==> config.mk <==
export PLATFORM = sky130hd
export DESIGN_NAME = logic_op_pipe
export DESIGN_NICKNAME = d
export VERILOG_FILES = /design/src/rtl/logic_op_pkg.sv /design/src/rtl/logic_op_eval.sv /design/src/rtl/logic_op_pipe.sv
export SDC_FILE = /design/constraint.sdc
export NUM_CORES = 1
export LEC_CHECK = 0
export CORE_MARGIN = 2
export CORE_UTILIZATION = 45
export CTS_CLUSTER_DIAMETER = 50
export DETAILED_ROUTE_END_ITERATION = 12
export PLACE_DENSITY = 0.75
export SYNTH_ARGS = -nofsm -noshare
export SYNTH_HDL_FRONTEND = slang
export SYNTH_SLANG_ARGS = --single-unit
==> constraint.sdc <==
create_clock -name clk -period 1.4 [get_ports clk]
set_input_delay 0.21 -clock clk [delete_from_list [all_inputs] [get_ports clk]]
set_output_delay 0.21 -clock clk [all_outputs]
set_load 0.02 [all_outputs]
==> src/rtl/logic_op_pkg.sv <==
// logic_op_pkg: opcode encoding shared by the logic unit front end
package logic_op_pkg;
  localparam int OP_W = 2;
  typedef enum logic [OP_W-1:0] {OP_AND = 2'd0, OP_OR, OP_XOR, OP_NAND} op_t;
endpackage

==> src/rtl/logic_op_eval.sv <==
// logic_op_eval: combinational bitwise evaluator, every opcode assigns y
module logic_op_eval
  import logic_op_pkg::*;
#(
  parameter int WIDTH = 16
) (
  input  op_t              op,
  input  logic [WIDTH-1:0] a,
  input  logic [WIDTH-1:0] b,
  output logic [WIDTH-1:0] y
);
  always_comb begin
    unique case (op)
      OP_AND:  y = a & b;
      OP_OR:   y = a | b;
      OP_XOR:  y = a ^ b;
      OP_NAND: y = ~(a & b);
      default: y = '0;
    endcase
  end
endmodule

==> src/rtl/logic_op_pipe.sv <==
// logic_op_pipe: valid/ready front end evaluating a bitwise op into a result FIFO
module logic_op_pipe
  import logic_op_pkg::*;
#(
  parameter int WIDTH = 16,
  parameter int DEPTH = 2
) (
  input  logic             clk,
  input  logic             reset,
  input  logic             in_valid,
  output logic             in_ready,
  input  logic [1:0]       op,
  input  logic [WIDTH-1:0] a,
  input  logic [WIDTH-1:0] b,
  output logic             out_valid,
  input  logic             out_ready,
  output logic [WIDTH-1:0] out_result,
  output logic [1:0]       out_op,
  output logic [15:0]      done_count
);
  localparam int AW = $clog2(DEPTH);
  localparam logic [AW:0] FULL = (AW+1)'(DEPTH);
  logic [WIDTH-1:0] y;
  logic [WIDTH-1:0] res_q [DEPTH];
  logic [WIDTH-1:0] res_d [DEPTH];
  op_t              op_q  [DEPTH];
  op_t              op_d  [DEPTH];
  logic [AW-1:0]    head_q, head_d, tail_q, tail_d;
  logic [AW:0]      occ_q, occ_d;
  logic [15:0]      done_q, done_d;
  logic             live_q;
  logic             push, pop;
  logic_op_eval #(.WIDTH(WIDTH)) u_eval (.op(op_t'(op)), .a(a), .b(b), .y(y));
  // live_q holds off acceptance on the edge that releases reset
  assign in_ready   = live_q && (occ_q < FULL);
  assign out_valid  = occ_q != '0;
  assign push       = in_valid && in_ready;
  assign pop        = out_valid && out_ready;
  assign out_result = res_q[head_q];
  assign out_op     = op_q[head_q];
  assign done_count = done_q;
  always_comb begin
    res_d = res_q;
    op_d  = op_q;
    if (push) begin
      res_d[tail_q] = y;
      op_d[tail_q]  = op_t'(op);
    end
    tail_d = push ? tail_q + AW'(1) : tail_q;
    head_d = pop ? head_q + AW'(1) : head_q;
    occ_d  = occ_q + (AW+1)'(push) - (AW+1)'(pop);
    done_d = done_q + 16'(pop);
  end
  always_ff @(posedge clk or negedge reset) begin
    if (!reset) begin
      res_q  <= '{default: '0};
      op_q   <= '{default: OP_AND};
      head_q <= '0;
      tail_q <= '0;
      occ_q  <= '0;
      done_q <= '0;
      live_q <= 1'b0;
    end else begin
      res_q  <= res_d;
      op_q   <= op_d;
      head_q <= head_d;
      tail_q <= tail_d;
      occ_q  <= occ_d;
      done_q <= done_d;
      live_q <= 1'b1;
    end
  end
endmodule

==> results of run 1 <==
==> worst max path at each step <==
stage / from / to / slack, ps / cells past startpoint
6_report: head_q$_DFFE_PN0P_ / out_result[2] / -220 / 3
5_1_grt: head_q$_DFFE_PN0P_ / out_result[2] / -240 / 3
4_1_cts: head_q$_DFFE_PN0P_ / out_result[12] / -220 / 3
3_5_place_dp: out_ready / done_count[12]$_DFF_PN0_ / -310 / 7
3_3_place_gp: out_ready / done_count[8]$_DFF_PN0_ / -290 / 7
2_1_floorplan: occ_q[1]$_DFF_PN0_ / done_count[8]$_DFF_PN0_ / -120 / 6
==> kinds of logic (layout without fill, tap and decap cells) <==
| kind of cell | after synthesis | count (layout) | share of synthesized area (%) |
|---|---|---|---|
| XOR/XNOR | 17 | 17 | 4.44 |
| multiplexers | 24 | 24 | 7.53 |
| other | 1 | 1 | 0.106 |
| flip-flops | 57 | 57 | 40.5 |
| AO/OA/AOI/OAI | 80 | 80 | 13.8 |
| AND/OR/NAND/NOR | 102 | 102 | 12.7 |
| adder cells (fa/ha/maj) | 35 | 35 | 12.4 |
| buffers and inverters | 59 | 183 | 8.45 |
==> layer usage <==
layer / GRT usage (%) / part of all wire (%) / up-vias
li1: - / - / 1502
met3: 4.72 / 5.0 / 12
met5: 0 / 0 / -
met1: 27.3 / 41 / 1494
met4: 8.33 / 1.5 / 0
met2: 39.1 / 52 / 91
==> cells in the mapped netlist <==
master / n
nor2b_1: 1
buf_2: 10
nor2_1: 32
or2_2: 1
nand2b_1: 1
and2b_2: 1
nand4_1: 4
o21ai_1: 6
mux2i_1: 4
o211ai_1: 2
and3_4: 1
a21oi_1: 27
xor2_2: 1
a211oi_1: 15
ha_1: 35
mux2_2: 20
nand3_1: 6
and3b_2: 1
xor2_1: 6
dfrtp_1: 57
buf_8: 1
o31a_1: 1
nor3_2: 1
xnor2_1: 10
and2_1: 1
nand2_1: 46
and3_1: 4
conb_1: 1
o21ai_2: 11
o21ai_0: 18
buf_4: 4
buf_6: 5
inv_1: 39
nand2_2: 1
nor3_1: 1
==> what timing repair did <==
| item | in CTS | in global routing |
|---|---|---|
| setup buffers | 13 | 7 |
| setup endpoints to repair | 68 | 74 |
| pin swaps | 41 | 16 |
| hold buffers | 1 | 0 |
| gates cloned | 11 | 0 |
| hold endpoints to repair | 16 | 0 |
| resized for setup | 245 | 66 |
==> per-stage QoR <==
stage          hold slack, ps  area [sq um]  total power (W)
2_1_floorplan           -85.6          3540          0.00484
3_5_place_dp              165          4500          0.00642
5_1_grt                   355          5630           0.0104
3_3_place_gp              161          4500          0.00630
6_report                  338          5630          0.00989
4_1_cts                   336          5370          0.00920
==> flip-flops by register name (all words and copies together) (netlist names) <==
register	flops
res_q	32
done_count	16
op_q	4
occ_q	2
head_q	1
live_q	1
tail_q	1
==> layout make-up <==
cell class	count	area, sq um	area share [%]
clock buffers	10	138	2.44
flip-flops and latches	57	1430	25.5
repair buffers	128	1440	25.6
clock inverters	6	43.8	0.778
inverters	39	149	2.65
multi-input cells	259	2300	40.9
well taps	102	128	2.27
==> where the power goes <==
part	total [W]	switching, W	internal, W	leakage (nW)
sequential	0.00307	0.000774	0.00230	0.716
combinational	0.00539	0.00239	0.00300	2.00
clock	0.00142	0.000736	0.000688	0.0805
==> impl_metrics.yaml, run 1 <==
status:
  status: "complete, but fails checks"
  violations: "setup timing"
clock_network:
  numCtsBuffers: 9
  cts_max_path_buffers: 2
  tritoncts: "yes"
  cts-root-buf: "clkbuf_8"
  clkTransAtPathRegs_ps: 70
  htreeDepth: 3
  cts_sinks: 57
  clk_latency_ps: 350
route:
  vias: 3099
  drtPass1Iterations: 4
  wl_per_cell_microns: 16.0
  wirelength_mm: 9.62
  drcViolationCount: 0
  drtAntennaViolNets: 0
  drtIter0Drc: 124
  vias_per_cell: 5.16
floorplanning:
  die-area_sq_mm: 0.00856
  io_pins: 74
  die_x_microns: 92.5
  fp.dieH_microns: 92.5
  placementRows: 32
  floorplan.core_area_sq_mm: 0.00765
  start_util_pct: 46.1
synth:
  avgSynthCellArea_sq_um: 9.40
  synth_top_area_cell: "dfrtp_1"
  yosysTopAreaCellShare_pct: 40.5
  ys_top_cells_by_area: "dfrtp_1 40%, ha_1 12%, mux2_2 6.4%"
  syn_inst: 375
  ys_types: 35
  syn_nets: 448
  yosys_register_bits: 57
  ys_warn_count: 0
  syn_area_sq_mm: 0.00352
  yosysSeqAreaShare_pct: 40.5
timing:
  period_minus_slack_ps: 1620
  rsz0062_at_grt: "yes"
  clock_skew_ps: 13.3
  maxSlewViolCount: 0
  hold_viol_final: 0
  timing.setup.tns_ps: -8950
  period_share_pct: 115
  max_freq_mhz: 619
  worst_slack_ps: -217
  setup_violations: 61
critical_path:
  worst-path-max-fanout: 5
  worstSetupPathType: "reg2out"
  worstSetupEndpointType: "output pin"
  r2r_start: "occ_q[1]$_DFF_PN0_"
  critPathTopFamily: "flip-flops"
  worstPathArrival_ps: 1410
  critical-path-max-stage-delay_ps: 460
  cp_data_required_time_ps: 1190
  crit_buf_inv: 2
  crit_chain: "buf_6 -> mux2_4 -> buf_6"
  reg2reg_slack_ps: -170
  crit_path_top_delay_cell: "dfrtp_2"
  reg2reg_depth: 8
  rr_endpoint: "res_q[7]$_DFFE_PN0P_"
  critPathLaunchType: "flip-flop"
  crit_top_cell: "buf_6"
place:
  numPortBuffers: 73
  gp_congestion: 0.852
  place_inst: 557
  dp_slack_ps: -313
  dp_hpwl_mm: 5.34
grt:
  grt_pass1_wl_mm: 15.0
  grt_pass1_vias: 3110
  grt_usage_pct: 22.4
  grt_max_degree: 42
  antenna_found_initial: 0
  grt.overflow.total: 0
layout:
  layout_commonest_cell: "dfrtp_1"
  n_fill_cell: 506
  drive_gt1_share_pct: 40.9
  final_cell_mix: "52 x dfrtp_1, 38 x inv_1, 36 x buf_6"
  instances_no_fill: 601
  insertedDiodeCount: 0
  utilization_pct: 73.6
  fin_nets: 567
  syn_to_final_growth_pct: 59.7
run:
  maxCapViolCount: 0
power:
  powerDensity_mw_per_mm2: 1760
  ir_drop_uv: 802
  leakagePower_nw: 2.79
hold_path:
  worstHoldPathType: "in2async"
Note: power is estimated with default switching activity, not from simulation.
==> run 2, diff against run 1 <==
--- a/config.mk
+++ b/config.mk
@@ -5,11 +5,13 @@
 export SDC_FILE = /design/constraint.sdc
 export NUM_CORES = 1
 export LEC_CHECK = 0
+export ABC_AREA = 1
 export CORE_MARGIN = 2
 export CORE_UTILIZATION = 45
 export CTS_CLUSTER_DIAMETER = 50
 export DETAILED_ROUTE_END_ITERATION = 12
-export PLACE_DENSITY = 0.75
+export MAX_ROUTING_LAYER = met4
+export PLACE_DENSITY = 0.74
 export SYNTH_ARGS = -nofsm -noshare
 export SYNTH_HDL_FRONTEND = slang
 export SYNTH_SLANG_ARGS = --single-unit
==> run 2 against run 1 <==
Effect of this change:
- the flow still finishes with violations (setup timing)
- register-to-register slack better by 100 ps
- highest routed layer unchanged
- critical path type unchanged
- utilization down 4.8 points
- clock skew down 7.6 ps
- maximum frequency up 7.7%
- first-iteration DRC count up 88%
- global-route usage down 1.8 points
- clock power up 27%
==> impl_metrics.yaml, run 2 <==
route:
  drtPass1Iterations: 4
  wirelength_mm: 9.26
  drcViolationCount: 0
  vias_per_cell: 4.86
  drtAntennaViolNets: 0
  wl_per_cell_microns: 12.9
  drtIter0Drc: 233
  vias: 3476
grt:
  grt_use_met2_pct: 34.5
  antenna_found_initial: 0
  grt.overflow.total: 0
  grt_usage_pct: 20.6
  grt_pass1_wl_mm: 14.0
  grt_max_degree: 58
  top_usage_layer: "met2"
  grtUsageMet1_pct: 24.8
  gr-usage-met3_pct: 2.50
  grt_pass1_vias: 3214
floorplanning:
  die-area_sq_mm: 0.00876
  die_x_microns: 93.6
  start_util_pct: 46.5
  io_pins: 74
  floorplan.core_area_sq_mm: 0.00777
  fp.dieH_microns: 93.6
  placementRows: 32
layout:
  regMostFlops: "res_q"
  fin_nets: 681
  instances_no_fill: 715
  insertedDiodeCount: 0
  syn_to_final_growth_pct: 47.9
  largest_reg_flops: 32
  n_fill_cell: 606
  drive_gt1_share_pct: 21.9
  layout_commonest_cell: "nand2_1"
  final_cell_mix: "194 x nand2_1, 76 x inv_1, 56 x dfrtp_1"
timing:
  max_freq_mhz: 666
  worst_slack_ps: -101
  rsz0062_at_grt: "yes"
  period_share_pct: 107
  setup_violations: 25
  maxSlewViolCount: 0
  period_minus_slack_ps: 1500
  hold_viol_final: 0
  timing.setup.tns_ps: -1300
  clock_skew_ps: 5.69
critical_path:
  cp_data_required_time_ps: 1190
  worstSetupPathType: "reg2out"
  worst-path-max-fanout: 8
  worstPathArrival_ps: 1290
  critPathLaunchType: "flip-flop"
  endpoint: "out_result[12]"
  startpoint: "head_q$_DFFE_PN0P_"
  reg2reg_depth: 8
  r2r_start: "occ_q[1]$_DFF_PN0_"
  reg2reg_slack_ps: -70
  rr_endpoint: "op_q[2]$_DFFE_PN0P_"
  worstSetupEndpointType: "output pin"
hold_path:
  worstHoldPathType: "in2async"
clock_network:
  cts-root-buf: "clkbuf_8"
  htreeDepth: 3
  cts_max_path_buffers: 2
  clkTransAtPathRegs_ps: 70
  numCtsBuffers: 9
  cts_sinks: 57
  tritoncts: "yes"
  clk_latency_ps: 330
place:
  gp_congestion: 0.857
  numPortBuffers: 73
  dp_hpwl_mm: 6.18
  place_inst: 684
  dp_slack_ps: -287
synth:
  yosysSeqAreaShare_pct: 39.5
  syn_nets: 573
  syn_area_sq_mm: 0.00361
  synth-edff-count: 0
  ys_warn_count: 0
  yosys_register_bits: 57
  synth_flop_cell: "dfrtp_1"
  ys_types: 22
  synth_common_cells: "227 x nand2_1, 80 x inv_1, 57 x dfrtp_1"
  async_flop_share_pct: 100
  ys_top_cells_by_area: "dfrtp_1 40%, nand2_1 24%, ha_1 12%"
  syn_inst: 500
  synth_top_area_cell: "dfrtp_1"
  yosysTopAreaCellShare_pct: 39.5
  avgSynthCellArea_sq_um: 7.22
  yosysMostFrequentCell: "nand2_1"
power:
  powerDensity_mw_per_mm2: 1700
  ir_drop_uv: 713
  leakagePower_nw: 2.92
  finalPower_w: 0.00906
status:
  violations: "setup timing"
  status: "complete, but fails checks"
run:
  maxCapViolCount: 0
[run 2: cells by family (layout without fill, tap and decap cells)]
family	count (synthesis)	after routing	synth area share, %
other	1	1	0.104
AND/OR/NAND/NOR	276	276	31.1
XOR/XNOR	11	11	2.67
flip-flops	57	57	39.5
adder cells (fa/ha/maj)	35	35	12.1
buffers and inverters	97	210	10.6
AO/OA/AOI/OAI	23	23	3.88
[run 2: how the worst min path moves through the flow]
stage                         endpoint  slack (ps)
2_1_floorplan  done_count[0]$_DFF_PN0_         -90
5_1_grt               live_q$_DFF_PN0_         430
3_3_place_gp          live_q$_DFF_PN0_         230
3_5_place_dp        occ_q[1]$_DFF_PN0_         240
6_report            occ_q[1]$_DFF_PN0_         410
4_1_cts             occ_q[1]$_DFF_PN0_         410
[run 2: metal layers]
layer,routed length [microns],up-vias
met5,0,-
met4,212,0
met3,479,18
met2,4680,112
met1,3890,1609
li1,-,1737
[run 2: repair_timing]
action	CTS	global route
endpoints found under the hold margin	57	0
pin swaps	3	24
setup buffers	2	8
cloned	0	4
hold buffers	1	0
resized for setup	108	106
endpoints found under the setup margin	43	53
[run 2: power by group]
part	switching (W)	leakage, nW	internal (W)
registers	0.000487	0.717	0.00229
logic	0.00241	2.08	0.00207
clock network	0.000656	0.123	0.00115
total	0.00355	2.92	0.00551
[run 2: final cells by class]
| type | count | area [sq um] | area share (%) |
|---|---|---|---|
| clock buffers | 12 | 165 | 3.09 |
| clock inverters | 4 | 73.8 | 1.38 |
| inverters | 85 | 329 | 6.16 |
| multi-input cells | 346 | 2060 | 38.6 |
| flip-flops and latches | 57 | 1430 | 26.7 |
| well taps | 102 | 128 | 2.39 |
| repair buffers | 109 | 1160 | 21.7 |
[run 2: critical path: stages, from the launching register on]
cell and delay (ps):
dfrtp_2 450, inv_4 90, clkbuf_16 160, nand2_2 60
nand2_2 80, buf_6 120
[run 2: stage by stage]
step                util, %  area (sq um)  hold WS, ps
detailed placement     60.0          4660          235
CTS                    62.4          4850          412
global placement       60.0          4660          235
floorplan                 -          3650        -85.6
finish                 68.8          5340          405
global route           68.8          5340          433
==> run 3, diff against run 2 <==
--- a/config.mk
+++ b/config.mk
@@ -8,7 +8,6 @@
 export ABC_AREA = 1
 export CORE_MARGIN = 2
 export CORE_UTILIZATION = 45
-export CTS_CLUSTER_DIAMETER = 50
 export DETAILED_ROUTE_END_ITERATION = 12
 export MAX_ROUTING_LAYER = met4
 export PLACE_DENSITY = 0.74
==> results of run 3 <==
Final layout, timing and power as in run 2 (identical DEF).
